==> src/rtl/video_timing_pkg.sv <==
// video_timing_pkg: shared counter width, default VGA timing and axis total helper
package video_timing_pkg;
    localparam int COUNT_W      = 11;
    localparam int VGA_H_ACTIVE = 640;
    localparam int VGA_H_FP     = 16;
    localparam int VGA_H_SYNC   = 96;
    localparam int VGA_H_BP     = 48;
    localparam int VGA_V_ACTIVE = 480;
    localparam int VGA_V_FP     = 10;
    localparam int VGA_V_SYNC   = 2;
    localparam int VGA_V_BP     = 33;

    function automatic int axis_total(input int active, input int fp, input int sync, input int bp);
        return active + fp + sync + bp;
    endfunction
endpackage

==> src/rtl/timing_axis.sv <==
// timing_axis: one raster axis counter laid out as active, front porch, sync, back porch
module timing_axis
    import video_timing_pkg::*;
#(
    parameter int ACTIVE = VGA_H_ACTIVE,
    parameter int FP     = VGA_H_FP,
    parameter int SYNC   = VGA_H_SYNC,
    parameter int BP     = VGA_H_BP
) (
    input  logic               i_Clk,
    input  logic               i_Rst_n,
    input  logic               i_Step,
    input  logic               i_Clr,
    output logic [COUNT_W-1:0] o_Count,
    output logic               o_Wrap,
    output logic               o_In_Active,
    output logic               o_In_Sync
);
    localparam int TOTAL      = axis_total(ACTIVE, FP, SYNC, BP);
    localparam int SYNC_START = ACTIVE + FP;
    localparam int SYNC_END   = SYNC_START + SYNC;

    if (ACTIVE == 0 || FP == 0 || SYNC == 0 || BP == 0 || TOTAL > 2047) begin : g_bad_timing
        $error("timing_axis: zero-length segment or total exceeds 2047");
    end

    logic [COUNT_W-1:0] r_count;

    always_ff @(posedge i_Clk or negedge i_Rst_n) begin
        if (!i_Rst_n)
            r_count <= '0;
        else if (i_Clr)
            r_count <= '0;
        else if (i_Step)
            r_count <= o_Wrap ? '0 : r_count + 1'b1;
    end

    assign o_Count     = r_count;
    assign o_Wrap      = r_count == COUNT_W'(TOTAL - 1);
    assign o_In_Active = r_count < COUNT_W'(ACTIVE);
    assign o_In_Sync   = (r_count >= COUNT_W'(SYNC_START)) && (r_count < COUNT_W'(SYNC_END));
endmodule

==> src/rtl/video_sync_gen.sv <==
// video_sync_gen: free-running raster timing generator with registered sync, active and coordinates
module video_sync_gen
    import video_timing_pkg::*;
#(
    parameter int H_ACTIVE = VGA_H_ACTIVE,
    parameter int H_FP     = VGA_H_FP,
    parameter int H_SYNC   = VGA_H_SYNC,
    parameter int H_BP     = VGA_H_BP,
    parameter int V_ACTIVE = VGA_V_ACTIVE,
    parameter int V_FP     = VGA_V_FP,
    parameter int V_SYNC   = VGA_V_SYNC,
    parameter int V_BP     = VGA_V_BP,
    parameter int SYNC_POL = 1
) (
    input  logic        i_Clk,
    input  logic        i_Rst_n,
    input  logic        i_En,
    output logic        o_HSync,
    output logic        o_VSync,
    output logic        o_Active,
    output logic [10:0] o_Col_Count,
    output logic [10:0] o_Row_Count,
    output logic        o_Line_Start,
    output logic        o_Frame_Start
);
    localparam logic SYNC_INV = (SYNC_POL == 0);

    logic [COUNT_W-1:0] w_h, w_v;
    logic w_h_wrap, w_v_wrap, w_h_act, w_v_act, w_h_sync, w_v_sync;
    logic r_hsync, r_vsync, r_active, r_line, r_frame;
    logic [COUNT_W-1:0] r_col, r_row;

    timing_axis #(.ACTIVE(H_ACTIVE), .FP(H_FP), .SYNC(H_SYNC), .BP(H_BP)) u_h (
        .i_Clk(i_Clk), .i_Rst_n(i_Rst_n), .i_Step(i_En), .i_Clr(~i_En),
        .o_Count(w_h), .o_Wrap(w_h_wrap), .o_In_Active(w_h_act), .o_In_Sync(w_h_sync)
    );

    timing_axis #(.ACTIVE(V_ACTIVE), .FP(V_FP), .SYNC(V_SYNC), .BP(V_BP)) u_v (
        .i_Clk(i_Clk), .i_Rst_n(i_Rst_n), .i_Step(i_En & w_h_wrap), .i_Clr(~i_En),
        .o_Count(w_v), .o_Wrap(w_v_wrap), .o_In_Active(w_v_act), .o_In_Sync(w_v_sync)
    );

    // While disabled the outputs present the origin: visible, syncs idle, no pulses
    always_ff @(posedge i_Clk or negedge i_Rst_n) begin
        if (!i_Rst_n) begin
            r_col    <= '0;
            r_row    <= '0;
            r_active <= 1'b0;
            r_line   <= 1'b0;
            r_frame  <= 1'b0;
            r_hsync  <= SYNC_INV;
            r_vsync  <= SYNC_INV;
        end else begin
            r_col    <= i_En ? w_h : '0;
            r_row    <= i_En ? w_v : '0;
            r_active <= ~i_En | (w_h_act & w_v_act);
            r_line   <= i_En & (w_h == '0);
            r_frame  <= i_En & (w_h == '0) & (w_v == '0);
            r_hsync  <= (i_En & w_h_sync) ^ SYNC_INV;
            r_vsync  <= (i_En & w_v_sync) ^ SYNC_INV;
        end
    end

    assign o_HSync       = r_hsync;
    assign o_VSync       = r_vsync;
    assign o_Active      = r_active;
    assign o_Col_Count   = r_col;
    assign o_Row_Count   = r_row;
    assign o_Line_Start  = r_line;
    assign o_Frame_Start = r_frame;
endmodule

==> config.mk <==
export PLATFORM = sky130hd
export DESIGN_NAME = video_sync_gen
export DESIGN_NICKNAME = d
export VERILOG_FILES = /design/src/rtl/video_timing_pkg.sv /design/src/rtl/timing_axis.sv /design/src/rtl/video_sync_gen.sv
export SDC_FILE = /design/constraint.sdc
export NUM_CORES = 1
export LEC_CHECK = 0
export CAP_MARGIN = 5
export CORE_MARGIN = 2
export CORE_UTILIZATION = 46
export CTS_BUF_LIST = sky130_fd_sc_hd__clkbuf_2
export DETAILED_ROUTE_END_ITERATION = 6
export MAX_ROUTING_LAYER = met4
export PLACE_DENSITY_LB_ADDON = 0.12
export REMOVE_ABC_BUFFERS = 1
export SLEW_MARGIN = 20
export SYNTH_ARGS = -nofsm -noshare
export SYNTH_HDL_FRONTEND = slang
export SYNTH_SLANG_ARGS = --single-unit
export TNS_END_PERCENT = 20
==> constraint.sdc <==
create_clock -name i_Clk -period 2.2 [get_ports i_Clk]
set_clock_uncertainty 0.15 [all_clocks]
set_input_delay 0.33 -clock i_Clk [delete_from_list [all_inputs] [get_ports i_Clk]]
set_output_delay 0.33 -clock i_Clk [all_outputs]
set_load 0.02 [all_outputs]
==> results.txt, run 1 <==
Dpl ws: 0.116 ns
WL/cell: 14.8 µm
Max Cap Viol: 0
Netlist cell types: 41
Outcome: finished clean
Total negative setup slack: 0 ns
Flop pwr share: 0.625
CP max FO: 17
Global-route wire length before repair: 7530 µm
Die ar.: 5240 µm²
Clock share of power: 0.312
Combinational share of power: 0.064
Max VDD drop: 0.000383 V
Drt first-iter violations: 115
Post-synth EDFFs: 0
Switch share: 0.228
R2r setup slk: 0.12 ns
Startpoint types: register
Total wire length: 4310 µm
Final Hold Viols: 0
Data required, critical path: 2.39 ns
Setup ws final: 0.123 ns
Clk root buf: clkbuf_2
DP Wirelength: 3000 µm
Area growth syn-to-layout: 20.9%
DRC Markers: 0
Die extent in y: 72.4 µm
Leak: 1.20 nW
Initial antenna violation count: 0
Post-synth top flop: dfrtp_1
FP Rows: 24
RSZ-0062 raised after global routing: no
Vias in the first global route: 1,571
# IOs: 30
Cells after Synth: 199
Sequential fraction of the synthesis area: 0.570
Max Freq: 0.481 GHz
CTS sink count: 49
Post-cts sizing count: 0
DIE WIDTH: 72.4 µm
H-Tree Depth: 2
CTS Buf Count: 5
Initial cell density of the core: 0.484
# setup viols final: 0
P per Cell Area: 566 nW/µm²
Tot GR Track Use: 0.191
Sw power: 336 µW
Clock latency on the worst-skew pair: 0.41 ns
Drt via density: 5.43
Mapped Avg Cell Area: 10.8 µm²
DR top layer: met4
Internal: 1.14 mW
CTS Buffer Depth: 2
Crit path kind: reg2reg
Synth Cell Area: 2150 µm²
Nets: 244
Final worst-path cycle share: 0.944
Worst-margin pin slew: 0.469 ns
Clock tree from TritonCTS: yes
Post-synth ARST share: 1.00
Metal3 WL: 224 µm
R2R Path Start: u_h.o_Count[1]$_DFF_PN0_
Worst hold-check path type: in2async
GRT overflow: 0
Slew Limit Headroom: 0.685
GPL Wtd Cong: 0.886
Share of cells above drive strength 1: 0.105
Worst r2r path cells: 5
Reg2reg end: u_v.o_Count[9]$_DFFE_PN0P_
ANT nets after route: 0
Final Max Slew Viols: 0
Via count: 1,574
CTS clock-pin slew for the worst setup and hold paths: 0.23 ns
WL met1: 2080 µm
Crit path time final: 2.08 ns
FF+latch count, synth: 49
Largest net degree at the start of global routing: 22
WL met2: 1940 µm
Port Buffers: 29
Yosys warns: 0
Drt pass-1 iters: 4
Worst Setup End Kind: register
Placeable Area: 4440 µm²
Antenna diodes: 0
CP arrival: 2.27 ns
cell families (layout without fill, tap and decap cells):
group	Yosys count	in the layout	synth area share
XOR/XNOR	8	8	0.0326
AO/OA/AOI/OAI	20	20	0.0564
AND/OR/NAND/NOR	95	95	0.258
multiplexers	5	5	0.0238
buffers and inverters	18	57	0.0360
adder cells (fa/ha/maj)	4	4	0.0233
flip-flops	49	49	0.570
flip-flops by register name (all words and copies together) (netlist names):
signal / count
o_Frame_Start: 1
o_HSync: 1
o_Col_Count: 11
o_Line_Start: 1
u_h.o_Count: 11
o_Active: 1
o_VSync: 1
o_Row_Count: 11
u_v.o_Count: 11
metrics by stage:
stage               area (µm²)  std cells  hold WS (ns)  total power, mW   util
CTS                       2590        289         0.115             1.49  0.584
global placement          2520        280        0.0705             1.03  0.567
global route              2600        290         0.122             1.54  0.586
detailed placement        2520        280        0.0804             1.03  0.567
finish                    2600        290         0.138             1.47  0.586
floorplan                 2120        192        -0.116            0.971      -
power groups by stage:
stage | Combinational, mW | Clock, mW | Sequential (mW)
after CTS | 0.0931 | 0.479 | 0.921
after global placement | 0.0909 | 0 | 0.936
after floorplan | 0.0273 | 0 | 0.944
after global routing | 0.106 | 0.507 | 0.923
final | 0.0936 | 0.460 | 0.920
after detailed placement | 0.0912 | 0 | 0.936
cell usage in the layout, fill, tap and decap left out, types with 4 or more instances in the layout:
| master | n |
|---|---|
| mux2i_1 | 4 |
| dfrtp_1 | 49 |
| nor2_1 | 23 |
| and2_1 | 14 |
| xnor2_1 | 4 |
| buf_4 | 8 |
| nand3_1 | 8 |
| o21ai_0 | 13 |
| nand4_1 | 7 |
| nand2_1 | 11 |
| nor3_1 | 7 |
| ha_1 | 4 |
| clkdlybuf4s50_1 | 28 |
| inv_1 | 10 |
| xor2_1 | 4 |
| clkbuf_2 | 5 |
layer usage:
layer  vias up  global-route usage
met2        48               0.285
met3         5              0.0389
li1        761                   -
met5         -                   -
met4         0              0.0617
met1       760               0.265
cell usage after synthesis (3+ instances only):
cell,number,area share
and2_1,14,0.041
nand2_1,11,0.019
inv_1,10,0.017
nor2_1,23,0.040
nor4_1,3,0.0087
and3_1,3,0.0087
nand4_1,7,0.020
xor2_1,4,0.016
nand3_1,8,0.019
a21oi_1,3,0.0070
dfrtp_1,49,0.57
nor3_1,7,0.016
xnor2_1,4,0.016
ha_1,4,0.023
o21ai_0,13,0.030
clkbuf_1,4,0.0070
mux2i_1,4,0.019
cell type report:
cell class / count / area [µm²]
fill: 396 / 1840
timing repair buffer: 38 / 355
sequential: 49 / 1230
inverter: 11 / 41.3
clock buffer: 5 / 25.0
clock inverter: 3 / 41.3
multi-input combinational: 132 / 848
tap: 52 / 65.1
worst max-delay path, cell delays in order, from the launching register on:
cell,delay (ns)
dfrtp_1,0.44
ha_1,0.26
and4_4,0.29
nand3_4,0.18
or3_4,0.44
a221oi_2,0.27
worst max path at each step:
| stage | start | to | depth (start not counted) |
|---|---|---|---|
| 3_5_place_dp | i_En | u_v.o_Count[8]$_DFFE_PN0P_ | 5 |
| 2_1_floorplan | u_h.o_Count[0]$_DFF_PN0_ | u_v.o_Count[9]$_DFFE_PN0P_ | 5 |
| 4_1_cts | u_h.o_Count[0]$_DFF_PN0_ | u_v.o_Count[9]$_DFFE_PN0P_ | 5 |
| 3_3_place_gp | i_En | u_v.o_Count[8]$_DFFE_PN0P_ | 5 |
| 6_report | u_h.o_Count[1]$_DFF_PN0_ | u_v.o_Count[9]$_DFFE_PN0P_ | 5 |
| 5_1_grt | u_h.o_Count[1]$_DFF_PN0_ | u_v.o_Count[9]$_DFFE_PN0P_ | 5 |
repair_timing:
item | CTS | global route
hold buffers | 1 | 0
endpoints found under the hold margin | 49 | 0
endpoints found under the setup margin | 0 | 1
buffers inserted | 0 | 1
Power figures use the tool's default switching activity.
==> run 2, diff against run 1 <==
Settings changed: CELL_PAD_IN_SITES_DETAIL_PLACEMENT set to 1, CELL_PAD_IN_SITES_GLOBAL_PLACEMENT set to 1, CORE_UTILIZATION 46 to 44.
==> run 2 against run 1 <==
  * Cell count grew 4.5%
  * Die area grew 4.3%
  * Register-to-register slack gained 0.06 ns
  * Critical path depth is the same
  * Hold slack gained 0.071 ns
  * Setup slack gained 0.057 ns
  * Critical endpoint unchanged
  * Largest power group unchanged
  * Highest routed layer unchanged
==> results.txt, run 2 (synthesized netlist as in run 1, its figures left out) <==
DIE WIDTH: 73.9 µm (+2.1%)
DP Wirelength: 3640 µm (+21%)
CP arrival: 2.24 ns (-0.03 ns)
Clock tree from TritonCTS: yes
Max Freq: 0.495 GHz (+2.8%)
Leak: 1.20 nW (+0.23%)
Final Max Slew Viols: 0 (unchanged)
DRC Markers: 0 (unchanged)
ANT nets after route: 0 (unchanged)
Dpl ws: 0.178 ns (+0.0626 ns)
Max VDD drop: 0.000249 V (-35%)
Share of cells above drive strength 1: 0.0975 (-0.00758)
Final Core Density: 0.557 (-0.0290)
R2R Path Start: u_h.o_Count[0]$_DFF_PN0_
Outcome: finished clean
GPL Wtd Cong: 0.809 (-8.7%)
CTS Buf Count: 5 (unchanged)
Commonest non-fill, non-tap cell in the layout: dfrtp_1
Cell area after layout: 2630 µm² (+1.0%)
Die ar.: 5470 µm² (+4.3%)
P per Cell Area: 568 nW/µm² (+0.26%)
Critical Path End: u_v.o_Count[9]$_DFFE_PN0P_
GRT overflow: 0 (unchanged)
WL/cell: 16.6 µm (+11%)
Vias in the first global route: 1,743 (+11%)
Power Total: 1.49 mW (+1.3%)
Crit path time final: 2.02 ns (-0.0567 ns)
Worst setup path start: u_h.o_Count[0]$_DFF_PN0_
CTS clock-pin slew for the worst setup and hold paths: 0.23 ns (about the same)
# IOs: 30 (unchanged)
Drt pass-1 iters: 6 (+2)
# setup viols final: 0 (unchanged)
Global-route wire length before repair: 8600 µm (+14%)
Worst Setup End Kind: register
Total negative setup slack: 0 ns (unchanged)
Drt via density: 5.41 (-0.40%)
Crit path kind: reg2reg
Max Cap Viol: 0 (unchanged)
Initial antenna violation count: 0 (unchanged)
Final Hold Viols: 0 (unchanged)
Hold_ws: 0.209 ns (+0.0707 ns)
Post-CTS setup buffers: 0 (unchanged)
Port Buffers: 29 (unchanged)
Total wire length: 5020 µm (+16%)
R2r setup slk: 0.18 ns (+0.06 ns)
Clock latency on the worst-skew pair: 0.43 ns (+0.02 ns)
RSZ-0062 raised after global routing: no
Area growth syn-to-layout: 22.2%
Largest net degree at the start of global routing: 28 (+27%)
Worst-margin pin slew: 0.514 ns (+0.0451 ns)
Placed insts: 294 (+5.0%)
Tot GR Track Use: 0.219 (+0.0274)
Drt first-iter violations: 77 (-33%)
Placeable Area: 4720 µm² (+6.3%)
Via count: 1,638 (+4.1%)
Post-Layout Cell Count: 303 (+4.5%)
Antenna diodes: 0 (unchanged)
CP max FO: 12 (-5)
Placed cell area: 2550 µm² (+1.4%)
Clk root buf: clkbuf_2
Initial cell density of the core: 0.456 (-0.0286)
H-Tree Depth: 2 (unchanged)
CTS sink count: 49 (unchanged)
Worst hold-check path type: in2async
Slew Limit Headroom: 0.658 (-0.0272)
Fill count: 519 (+31%)
CTS Buffer Depth: 2 (unchanged)
Nets: 242 (-0.82%)
Data required, critical path: 2.42 ns (+0.03 ns)
Worst r2r path cells: 5 (unchanged)
Setup ws final: 0.180 ns (+0.0567 ns)
Post-cts sizing count: 0 (unchanged)
Die extent in y: 73.9 µm (+2.1%)
Final worst-path cycle share: 0.918 (-0.0258)
Startpoint types: register
FP Rows: 25 (+4.2%)
Most frequent cells in the layout: 49 x dfrtp_1, 28 x clkdlybuf4s50_1, 23 x nor2_1
Reg2reg end: u_v.o_Count[9]$_DFFE_PN0P_
run 2: cell count changes in the layout (fill, tap and decap cells not counted):
cell | previous run | this run
buf_12 | 0 | 2
clkbuf_2 | 5 | 6
clkinvlp_4 | 1 | 0
buf_4 | 8 | 4
run 2: worst min-delay path by stage:
stage	end	cells past startpoint
2_1_floorplan	o_Active$_DFF_PN0_	0
4_1_cts	o_Col_Count[9]$_DFF_PN0_	2
5_1_grt	o_Col_Count[9]$_DFF_PN0_	2
6_report	o_Col_Count[9]$_DFF_PN0_	2
3_3_place_gp	o_Col_Count[4]$_DFF_PN0_	1
3_5_place_dp	o_Col_Count[6]$_DFF_PN0_	1
run 2: routing by layer:
layer  vias up  wire, µm  GRT usage
li1        760         -          -
met1       819      2180      0.265
met2        47      2500      0.361
met3        12       204     0.0325
met4         0       127     0.0990
met5         -         0          -
run 2: where the power goes:
group / switching (mW) / internal (mW) / total [mW]
sequential: 0.00874 / 0.913 / 0.922
combinational: 0.0599 / 0.0372 / 0.0971
clock: 0.280 / 0.194 / 0.473
total: 0.348 / 1.14 / 1.49
run 2: layout make-up:
type	count	area (µm²)	share of cell area
sequential	49	1230	0.466
multi-input combinational	132	848	0.323
timing repair buffer	36	365	0.139
tap	67	83.8	0.0319
inverter	11	41.3	0.0157
clock inverter	2	33.8	0.0129
clock buffer	6	30.0	0.0114
run 2: worst max-delay path: stages, from the launching register on:
cell	delay [ns]
dfrtp_1	0.46
ha_1	0.25
and4_4	0.29
nand3_4	0.14
or3_4	0.42
a221oi_2	0.27
run 2: timing repair:
action	CTS	global route
endpoints found under the setup margin	0	0
endpoints found under the hold margin	22	0
hold buffers	1	0
